[config.mk]
export PLATFORM = sky130hd
export DESIGN_NAME = lfu_repl_ctrl_flat
export DESIGN_NICKNAME = d
export VERILOG_FILES = /design/src/rtl/lfu_pkg.sv /design/src/rtl/lfu_repl_ctrl_if.sv /design/src/rtl/lfu_cnt_bank.sv /design/src/rtl/lfu_repl_ctrl.sv /design/src/flat_wrapper.sv
export SDC_FILE = /design/constraint.sdc
export NUM_CORES = 1
export LEC_CHECK = 0
export BUFFER_PORTS_ARGS = -buffer_cell sky130_fd_sc_hd__buf_4
export CAP_MARGIN = 25
export CORE_ASPECT_RATIO = 1.75
export CORE_UTILIZATION = 45
export CTS_BUF_LIST = sky130_fd_sc_hd__clkbuf_8
export CTS_CLUSTER_DIAMETER = 40
export CTS_CLUSTER_SIZE = 30
export DETAILED_ROUTE_END_ITERATION = 12
export GPL_TIMING_DRIVEN = 0
export SETUP_SLACK_MARGIN = 0.05
export SLEW_MARGIN = 30
export SYNTH_ARGS = -nofsm -noshare
export SYNTH_HDL_FRONTEND = slang
export SYNTH_SLANG_ARGS = --single-unit
[constraint.sdc]
create_clock -name clk -period 5.43 [get_ports clk]
set_input_delay 1.629 -clock clk [delete_from_list [all_inputs] [get_ports clk]]
set_output_delay 1.629 -clock clk [all_outputs]
set_load 0.03 [all_outputs]
[src/rtl/lfu_pkg.sv]
// lfu_pkg: shared types and constants for the LFU replacement controller.
//   state_e   : controller FSM states
//   CNT_W_DEF : default usage-counter width
//   CNT_MAX   : saturation value of a default-width counter
//   key_t     : scan key {valid, cnt}; invalid ways sort below every valid way
package lfu_pkg;

   typedef enum logic [1:0] {
      IDLE,
      SCAN,
      GRANT,
      AGE
   } state_e;

   localparam int unsigned CNT_W_DEF = 8;
   localparam logic [CNT_W_DEF-1:0] CNT_MAX = '1;

   typedef struct packed {
      logic                 vld;
      logic [CNT_W_DEF-1:0] cnt;
   } key_t;

endpackage

[src/rtl/lfu_repl_ctrl_if.sv]
// lfu_repl_ctrl_if: access/invalidate and victim handshake bundle.
//   master : tag-lookup stage + line-fill engine side (drives requests, vict_ready)
//   slave  : replacement controller side (drives acc_ready, vict_valid, vict_way)
interface lfu_repl_ctrl_if #(
   parameter int unsigned SIZE  = 4,
   parameter int unsigned WAY_W = $clog2(SIZE)
);

   logic             acc_valid;
   logic             acc_ready;
   logic             acc_hit;
   logic [WAY_W-1:0] acc_way;
   logic             inv_valid;
   logic [WAY_W-1:0] inv_way;
   logic             vict_valid;
   logic [WAY_W-1:0] vict_way;
   logic             vict_ready;

   modport master (
      output acc_valid, acc_hit, acc_way, inv_valid, inv_way, vict_ready,
      input  acc_ready, vict_valid, vict_way
   );

   modport slave (
      input  acc_valid, acc_hit, acc_way, inv_valid, inv_way, vict_ready,
      output acc_ready, vict_valid, vict_way
   );

endinterface

[src/rtl/lfu_cnt_bank.sv]
// lfu_cnt_bank: per-way usage counters and valid bits.
//   inc_i/inc_way_i   : saturating increment (ignored on an invalid way)
//   fill_i/fill_way_i : cnt = 0, valid = 1
//   inv_i/inv_way_i   : cnt = 0, valid = 0 (wins over inc on the same way)
//   age_i             : halve every counter
//   rd_way_i          : scan read port -> rd_cnt_o, rd_vld_o
//   dbg_way_i         : debug read port -> dbg_cnt_o, dbg_vld_o
//   inc_sat_o         : the increment at inc_way_i would land on CNT_MAX
module lfu_cnt_bank #(
   parameter int unsigned SIZE  = 4,
   parameter int unsigned CNT_W = 8,
   parameter int unsigned WAY_W = $clog2(SIZE)
) (
   input  logic             clk,
   input  logic             rst_n,
   input  logic             inc_i,
   input  logic [WAY_W-1:0] inc_way_i,
   input  logic             fill_i,
   input  logic [WAY_W-1:0] fill_way_i,
   input  logic             inv_i,
   input  logic [WAY_W-1:0] inv_way_i,
   input  logic             age_i,
   input  logic [WAY_W-1:0] rd_way_i,
   output logic [CNT_W-1:0] rd_cnt_o,
   output logic             rd_vld_o,
   input  logic [WAY_W-1:0] dbg_way_i,
   output logic [CNT_W-1:0] dbg_cnt_o,
   output logic             dbg_vld_o,
   output logic             inc_sat_o
);

   localparam logic [CNT_W-1:0] MAX_L = '1;

   logic [CNT_W-1:0] cnt_q [SIZE];
   logic [CNT_W-1:0] cnt_d [SIZE];
   logic [SIZE-1:0]  vld_q, vld_d;

   always_comb begin
      cnt_d = cnt_q;
      vld_d = vld_q;
      for (int unsigned w = 0; w < SIZE; w++) begin
         if (age_i) begin
            cnt_d[w] = cnt_q[w] >> 1;
         end else if (inv_i && inv_way_i == WAY_W'(w)) begin
            cnt_d[w] = '0;
            vld_d[w] = 1'b0;
         end else if (fill_i && fill_way_i == WAY_W'(w)) begin
            cnt_d[w] = '0;
            vld_d[w] = 1'b1;
         end else if (inc_i && inc_way_i == WAY_W'(w) && vld_q[w] && cnt_q[w] != MAX_L) begin
            cnt_d[w] = cnt_q[w] + 1'b1;
         end
      end
   end

   always_ff @(posedge clk or negedge rst_n) begin
      if (!rst_n) begin
         for (int unsigned w = 0; w < SIZE; w++) cnt_q[w] <= '0;
         vld_q <= '0;
      end else begin
         cnt_q <= cnt_d;
         vld_q <= vld_d;
      end
   end

   // Independent of inc_i so the controller can gate it without a comb loop.
   assign inc_sat_o = vld_q[inc_way_i] && (cnt_q[inc_way_i] >= MAX_L - 1'b1)
                      && !(inv_i && inv_way_i == inc_way_i);

   assign rd_cnt_o  = cnt_q[rd_way_i];
   assign rd_vld_o  = vld_q[rd_way_i];
   assign dbg_cnt_o = cnt_q[dbg_way_i];
   assign dbg_vld_o = vld_q[dbg_way_i];

endmodule

[src/rtl/lfu_repl_ctrl.sv]
// lfu_repl_ctrl: LFU replacement controller for a small fully-associative cache.
//   clk, rst_n : clock, asynchronous active-low reset
//   bus        : access/invalidate requests in, victim offer out (slave modport)
//   busy       : controller is not in IDLE
//   dbg_way    : debug read index -> dbg_cnt / dbg_vld (combinational)
// A miss scans one way per cycle in ascending order, keeping the smallest
// {valid, cnt} key (strict compare, so ties keep the lower index), then holds
// the victim on the handshake until the fill engine takes it.
module lfu_repl_ctrl
   import lfu_pkg::*;
#(
   parameter int unsigned SIZE  = 4,
   parameter int unsigned CNT_W = lfu_pkg::CNT_W_DEF,
   parameter int unsigned WAY_W = $clog2(SIZE)
) (
   input  logic             clk,
   input  logic             rst_n,
   lfu_repl_ctrl_if.slave   bus,
   output logic             busy,
   input  logic [WAY_W-1:0] dbg_way,
   output logic [CNT_W-1:0] dbg_cnt,
   output logic             dbg_vld
);

   localparam logic [WAY_W-1:0] LAST_WAY = WAY_W'(SIZE - 1);

   state_e           state_q, state_d;
   logic [WAY_W-1:0] idx_q, idx_d;
   logic [CNT_W:0]   best_key_q, best_key_d;
   logic [WAY_W-1:0] best_way_q, best_way_d;

   logic             idle;
   logic             inc, fill, inv, age, inc_sat;
   logic [CNT_W-1:0] rd_cnt;
   logic             rd_vld;

   assign idle = (state_q == IDLE);
   assign inc  = idle && bus.acc_valid && bus.acc_hit;
   assign inv  = idle && bus.inv_valid;
   assign fill = (state_q == GRANT) && bus.vict_ready;
   assign age  = (state_q == AGE);

   lfu_cnt_bank #(
      .SIZE  (SIZE),
      .CNT_W (CNT_W),
      .WAY_W (WAY_W)
   ) u_bank (
      .clk        (clk),
      .rst_n      (rst_n),
      .inc_i      (inc),
      .inc_way_i  (bus.acc_way),
      .fill_i     (fill),
      .fill_way_i (best_way_q),
      .inv_i      (inv),
      .inv_way_i  (bus.inv_way),
      .age_i      (age),
      .rd_way_i   (idx_q),
      .rd_cnt_o   (rd_cnt),
      .rd_vld_o   (rd_vld),
      .dbg_way_i  (dbg_way),
      .dbg_cnt_o  (dbg_cnt),
      .dbg_vld_o  (dbg_vld),
      .inc_sat_o  (inc_sat)
   );

   always_comb begin
      state_d    = state_q;
      idx_d      = idx_q;
      best_key_d = best_key_q;
      best_way_d = best_way_q;
      unique case (state_q)
         IDLE: begin
            if (bus.acc_valid) begin
               if (bus.acc_hit) begin
                  if (inc_sat) state_d = AGE;
               end else begin
                  state_d    = SCAN;
                  idx_d      = '0;
                  best_key_d = '1;
                  best_way_d = '0;
               end
            end
         end
         SCAN: begin
            if ({rd_vld, rd_cnt} < best_key_q) begin
               best_key_d = {rd_vld, rd_cnt};
               best_way_d = idx_q;
            end
            idx_d = idx_q + 1'b1;
            if (idx_q == LAST_WAY) state_d = GRANT;
         end
         GRANT: begin
            if (bus.vict_ready) state_d = IDLE;
         end
         AGE: begin
            state_d = IDLE;
         end
         default: state_d = IDLE;
      endcase
   end

   always_ff @(posedge clk or negedge rst_n) begin
      if (!rst_n) begin
         state_q    <= IDLE;
         idx_q      <= '0;
         best_key_q <= '1;
         best_way_q <= '0;
      end else begin
         state_q    <= state_d;
         idx_q      <= idx_d;
         best_key_q <= best_key_d;
         best_way_q <= best_way_d;
      end
   end

   assign bus.acc_ready  = idle;
   assign bus.vict_valid = (state_q == GRANT);
   assign bus.vict_way   = best_way_q;
   assign busy           = !idle;

endmodule

[src/flat_wrapper.sv]
// flat-port wrapper written by rule: the top's interface ports become plain ports
module lfu_repl_ctrl_flat import lfu_pkg::*;
#(
   parameter int unsigned SIZE  = 4,
   parameter int unsigned CNT_W = lfu_pkg::CNT_W_DEF,
   parameter int unsigned WAY_W = $clog2(SIZE)
)
  (clk, rst_n, busy, dbg_way, dbg_cnt, dbg_vld, bus_acc_valid, bus_acc_hit, bus_acc_way, bus_inv_valid, bus_inv_way, bus_vict_ready, bus_acc_ready, bus_vict_valid, bus_vict_way);
  lfu_repl_ctrl_if #(.SIZE(SIZE), .WAY_W(WAY_W)) bus_i ();
  input  logic clk;
  input  logic rst_n;
  output logic busy;
  input  logic [WAY_W-1:0] dbg_way;
  output logic [CNT_W-1:0] dbg_cnt;
  output logic dbg_vld;
  input wire logic [$bits(bus_i.acc_valid)-1:0] bus_acc_valid;
  input wire logic [$bits(bus_i.acc_hit)-1:0] bus_acc_hit;
  input wire logic [$bits(bus_i.acc_way)-1:0] bus_acc_way;
  input wire logic [$bits(bus_i.inv_valid)-1:0] bus_inv_valid;
  input wire logic [$bits(bus_i.inv_way)-1:0] bus_inv_way;
  input wire logic [$bits(bus_i.vict_ready)-1:0] bus_vict_ready;
  output wire logic [$bits(bus_i.acc_ready)-1:0] bus_acc_ready;
  output wire logic [$bits(bus_i.vict_valid)-1:0] bus_vict_valid;
  output wire logic [$bits(bus_i.vict_way)-1:0] bus_vict_way;
  assign bus_i.acc_valid = bus_acc_valid;
  assign bus_i.acc_hit = bus_acc_hit;
  assign bus_i.acc_way = bus_acc_way;
  assign bus_i.inv_valid = bus_inv_valid;
  assign bus_i.inv_way = bus_inv_way;
  assign bus_i.vict_ready = bus_vict_ready;
  assign bus_acc_ready = bus_i.acc_ready;
  assign bus_vict_valid = bus_i.vict_valid;
  assign bus_vict_way = bus_i.vict_way;
  lfu_repl_ctrl #(.SIZE(SIZE), .CNT_W(CNT_W), .WAY_W(WAY_W)) u_core (.clk(clk), .rst_n(rst_n), .bus(bus_i), .busy(busy), .dbg_way(dbg_way), .dbg_cnt(dbg_cnt), .dbg_vld(dbg_vld));
endmodule
==> results by group <==
Placement
  – DPL Wire Length: 8337 um
  – Setup slack after placement: 0.7899 ns
  – Number of I/O port buffers: 20
  – Routability Congestion: 0.9349

Finish
  – Antenna diode count: 0
  – # nets final: 471
  – Fraction of final layout cells with drive strength greater than 1: 0.1745
  – Area growth from synthesis to final layout: 9.344%

Clocking
  – Count of hold buffers inserted by post-cts repair: 0
  – Number of buffers added for setup after CTS: 0
  – Maximum level of the CTS H-tree: 2
  – Number of buffers inserted during clock tree synthesis: 5
  – Maximum buffer depth of the clock tree: 2
  – Clock input transition at the sequential cells of the worst setup and hold paths: 0.09 ns
  – Root buffer cell: sky130_fd_sc_hd__clkbuf_8
  – Clock Sink Count: 51
  – Clock latency of the later-clocked register in the worst-skew pair: 0.32 ns
  – TritonCTS clock tree: built
  – Post-CTS resize count: 0

STA
  – RSZ-0062 raised after global routing: no
  – Relative slew slack: 0.4038
  – Final critical path time including I/O delays and setup: 4.608 ns
  – Post-Route Setup TNS: 0 ns
  – Endpoints failing setup: 0
  – Final Hold Violating Endpoints: 0
  – Final number of max-transition violations: 0
  – Max Clock Skew: 0.01066 ns
  – Worst-Margin Slew: 0.8943 ns
  – Final critical-path share of the clock period: 0.8487
  – Final worst slack: 0.8217 ns
  – Fmax: 0.2170 GHz

Critical path
  – Critical path startpoint: dbg_way[0]
  – Crit-path max FO: 9
  – R2R Setup Slk: 2.08 ns
  – Worst setup EP type: output pin
  – Startpoint of the lowest-slack register-to-register path: u_core.idx_q[0]$_DFFE_PN0P_
  – Startpoint types: primary input
  – Crit path capture: dbg_cnt[2]
  – Critical path start-end classification: in -> out
  – Endpoint arrival time on the critical path: 2.98 ns
  – Crit Reg-Reg Endpoint: u_core.bus.vict_way[0]$_DFFE_PN0P_
  – Cell count of the worst reg-to-reg path: 9
  – Worst Path Required: 3.80 ns

Yosys
  – EDFF count, synth: 0
  – Syn Area/Cell: 9.108 um2
  – Combined area of all synthesized cells: 0.003816 mm2
  – Netlist cell types: 55
  – Post-synth ARST share: 1.000
  – Synthesized instance count: 419
  – Share of the yosys chip area belonging to registers: 0.3374
  – Warnings from Yosys: 0
  – Register bit count reported by yosys: 51
  – Synth Net Count: 444
  – Flip-flop cell with the highest count after synthesis: sky130_fd_sc_hd__dfrtp_1

Global routing
  – Met2 Usage GRT: 0.4870
  – Congestion Overflow GR: 0
  – Met1 GRT Util: 0.2938
  – GRT Max-Usage Layer: met2
  – Pin count of the biggest net entering global routing: 52
  – Global-route wire length before repair: 17760 um
  – Gr usage total: 0.2640
  – Global routing usage on met3: 0.03317
  – Antenna violations before repair: 0
  – Via count of the first global-routing pass: 3485

Die
  – Std cell rows: 44
  – Die extent in x: 71.61 um
  – Top Ports: 26
  – Total core area: 0.008258 mm2
  – Die Height: 123.8 um
  – Initial core utilization: 0.4621
  – Die Outline Area: 0.008867 mm2

Detailed routing
  – Count of unresolved DRC violations after routing: 0
  – Initial DRC count: 236
  – ANT nets after route: 0
  – Per-cell via count in the routed design: 6.345
  – Total wirelength of the detailed-routed design: 10860 um
  – Drt pass-1 iters: 4
  – Via count of the routed design: 3420
  – Final routed wire length divided by cell count: 20.15 um

Power and ir drop
  – Relative contribution of combinational cells to total power: 0.562
  – Cell internal power dissipation: 1.097 mW
  – Switching part of the total: 0.4417
  – Pwr Total: 1.966 mW
  – NetSw: 0.8684 mW
  – Largest voltage drop on the vdd net: 240.5 uV
  – Clock network fraction of total power: 0.118
  – Leakage power: 1.781 nW
  – Share of power burned in registers: 0.320
  – Power Dens Cells: 471.1 mW/mm2

Job
  – Number of maximum-capacitance constraint violations: 0

Outcome
  – Result of the run: finished clean

Min path
  – Hold/Removal Path Class: reg -> reg
-- worst min-delay path by stage --
stage                                               to  cells after the start  slack (ns)                               start
global route        u_core.u_bank.vld_q[2]$_DFFE_PN0P_                      1        0.61  u_core.u_bank.vld_q[2]$_DFFE_PN0P_
CTS                 u_core.u_bank.vld_q[2]$_DFFE_PN0P_                      1        0.60  u_core.u_bank.vld_q[2]$_DFFE_PN0P_
detailed placement  u_core.u_bank.vld_q[2]$_DFFE_PN0P_                      1        0.58  u_core.u_bank.vld_q[2]$_DFFE_PN0P_
global placement    u_core.u_bank.vld_q[0]$_DFFE_PN0P_                      2        0.57  u_core.u_bank.vld_q[0]$_DFFE_PN0P_
finish              u_core.u_bank.vld_q[2]$_DFFE_PN0P_                      1        0.59  u_core.u_bank.vld_q[2]$_DFFE_PN0P_
floorplan           u_core.u_bank.vld_q[2]$_DFFE_PN0P_                      1        0.49  u_core.u_bank.vld_q[2]$_DFFE_PN0P_
-- critical path, cell delays in order --
cell and delay, ns:
sky130_fd_sc_hd__clkbuf_1 0.54, sky130_fd_sc_hd__mux4_2 0.61, sky130_fd_sc_hd__buf_4 0.19
-- Yosys cell counts (all sizes together) (4+ instances only) --
library cell,n,area [um2]
a21o,7,52.55
a21oi,37,185.2
a31oi,8,50.05
and3,6,37.54
buf,8,45.04
clkbuf,20,75.07
dfrtp,42,1051
dfstp,9,236.5
ha,13,162.7
inv,19,71.32
mux2,12,172.7
mux4,19,431.7
nand2,47,176.4
nand2b,5,31.28
nand3,16,80.08
nand4,13,81.33
nor2,34,127.6
nor2b,5,31.28
nor3,7,35.03
nor3b,4,30.03
o211ai,5,37.54
o21ai,29,145.1
xnor2,12,105.1
-- layer usage --
metal | share of wire | up-vias
li1 | - | 1596
met1 | 0.39 | 1719
met2 | 0.54 | 81
met3 | 0.032 | 24
met4 | 0.030 | 0
met5 | 0 | -
-- cells by family (layout without fill, tap and decap cells) --
family / after synthesis / after routing / synth area share
simple gates: 153 / 153 / 0.2000
flops: 51 / 51 / 0.3374
fa+ha+maj: 13 / 13 / 0.04262
buf+inv: 48 / 76 / 0.05246
compound gates: 110 / 110 / 0.1793
mux: 31 / 31 / 0.1584
xor+xnor: 13 / 13 / 0.02984
-- final cells by class --
type	instances	area, um2
clock buffers	6	82.58
fillers	805	4085
clock inverters	2	8.758
repair buffers	20	150.1
multi-input cells	320	2328
inverters	19	71.32
flip-flops and latches	51	1287
plain buffers	29	128.9
well taps	92	115.1
-- flip-flops by register name, indices dropped and copies added (netlist names) --
signal and count:
u_core.u_bank.vld_q 4, u_core.idx_q 2, u_core.best_key_q 9, u_core.u_bank.cnt_q 32
u_core.bus.vict_way 2, u_core.state_q 2
-- power groups by stage --
stage	clock network [mW]	registers [mW]	logic [mW]
after floorplan	0	0.598	0.834
after global placement	0	0.633	1.10
after detailed placement	0	0.636	1.11
after CTS	0.245	0.628	1.11
after global routing	0.252	0.645	1.21
final	0.232	0.630	1.10
-- stage by stage --
stage,std cells,util,instance area (um2),hold WS [ns]
final,539,0.5053,4173,0.5915
after detailed placement,531,0.4942,4081,0.5776
after CTS,539,0.5053,4173,0.6001
after floorplan,419,-,3816,0.4871
after global routing,539,0.5053,4173,0.6137
after global placement,531,0.4942,4081,0.5687
-- cells in the final DEF, fill, tap and decap left out, types with 14 or more instances in the layout --
cell	instances
sky130_fd_sc_hd__nor2_1	34
sky130_fd_sc_hd__nand3_1	16
sky130_fd_sc_hd__o21ai_1	14
sky130_fd_sc_hd__nand2_1	47
sky130_fd_sc_hd__o21ai_0	15
sky130_fd_sc_hd__buf_4	20
sky130_fd_sc_hd__clkbuf_1	20
sky130_fd_sc_hd__a21oi_1	37
sky130_fd_sc_hd__dfrtp_1	42
sky130_fd_sc_hd__mux4_2	18
sky130_fd_sc_hd__inv_1	17
No activity file was read; power rests on OpenSTA's default activity.
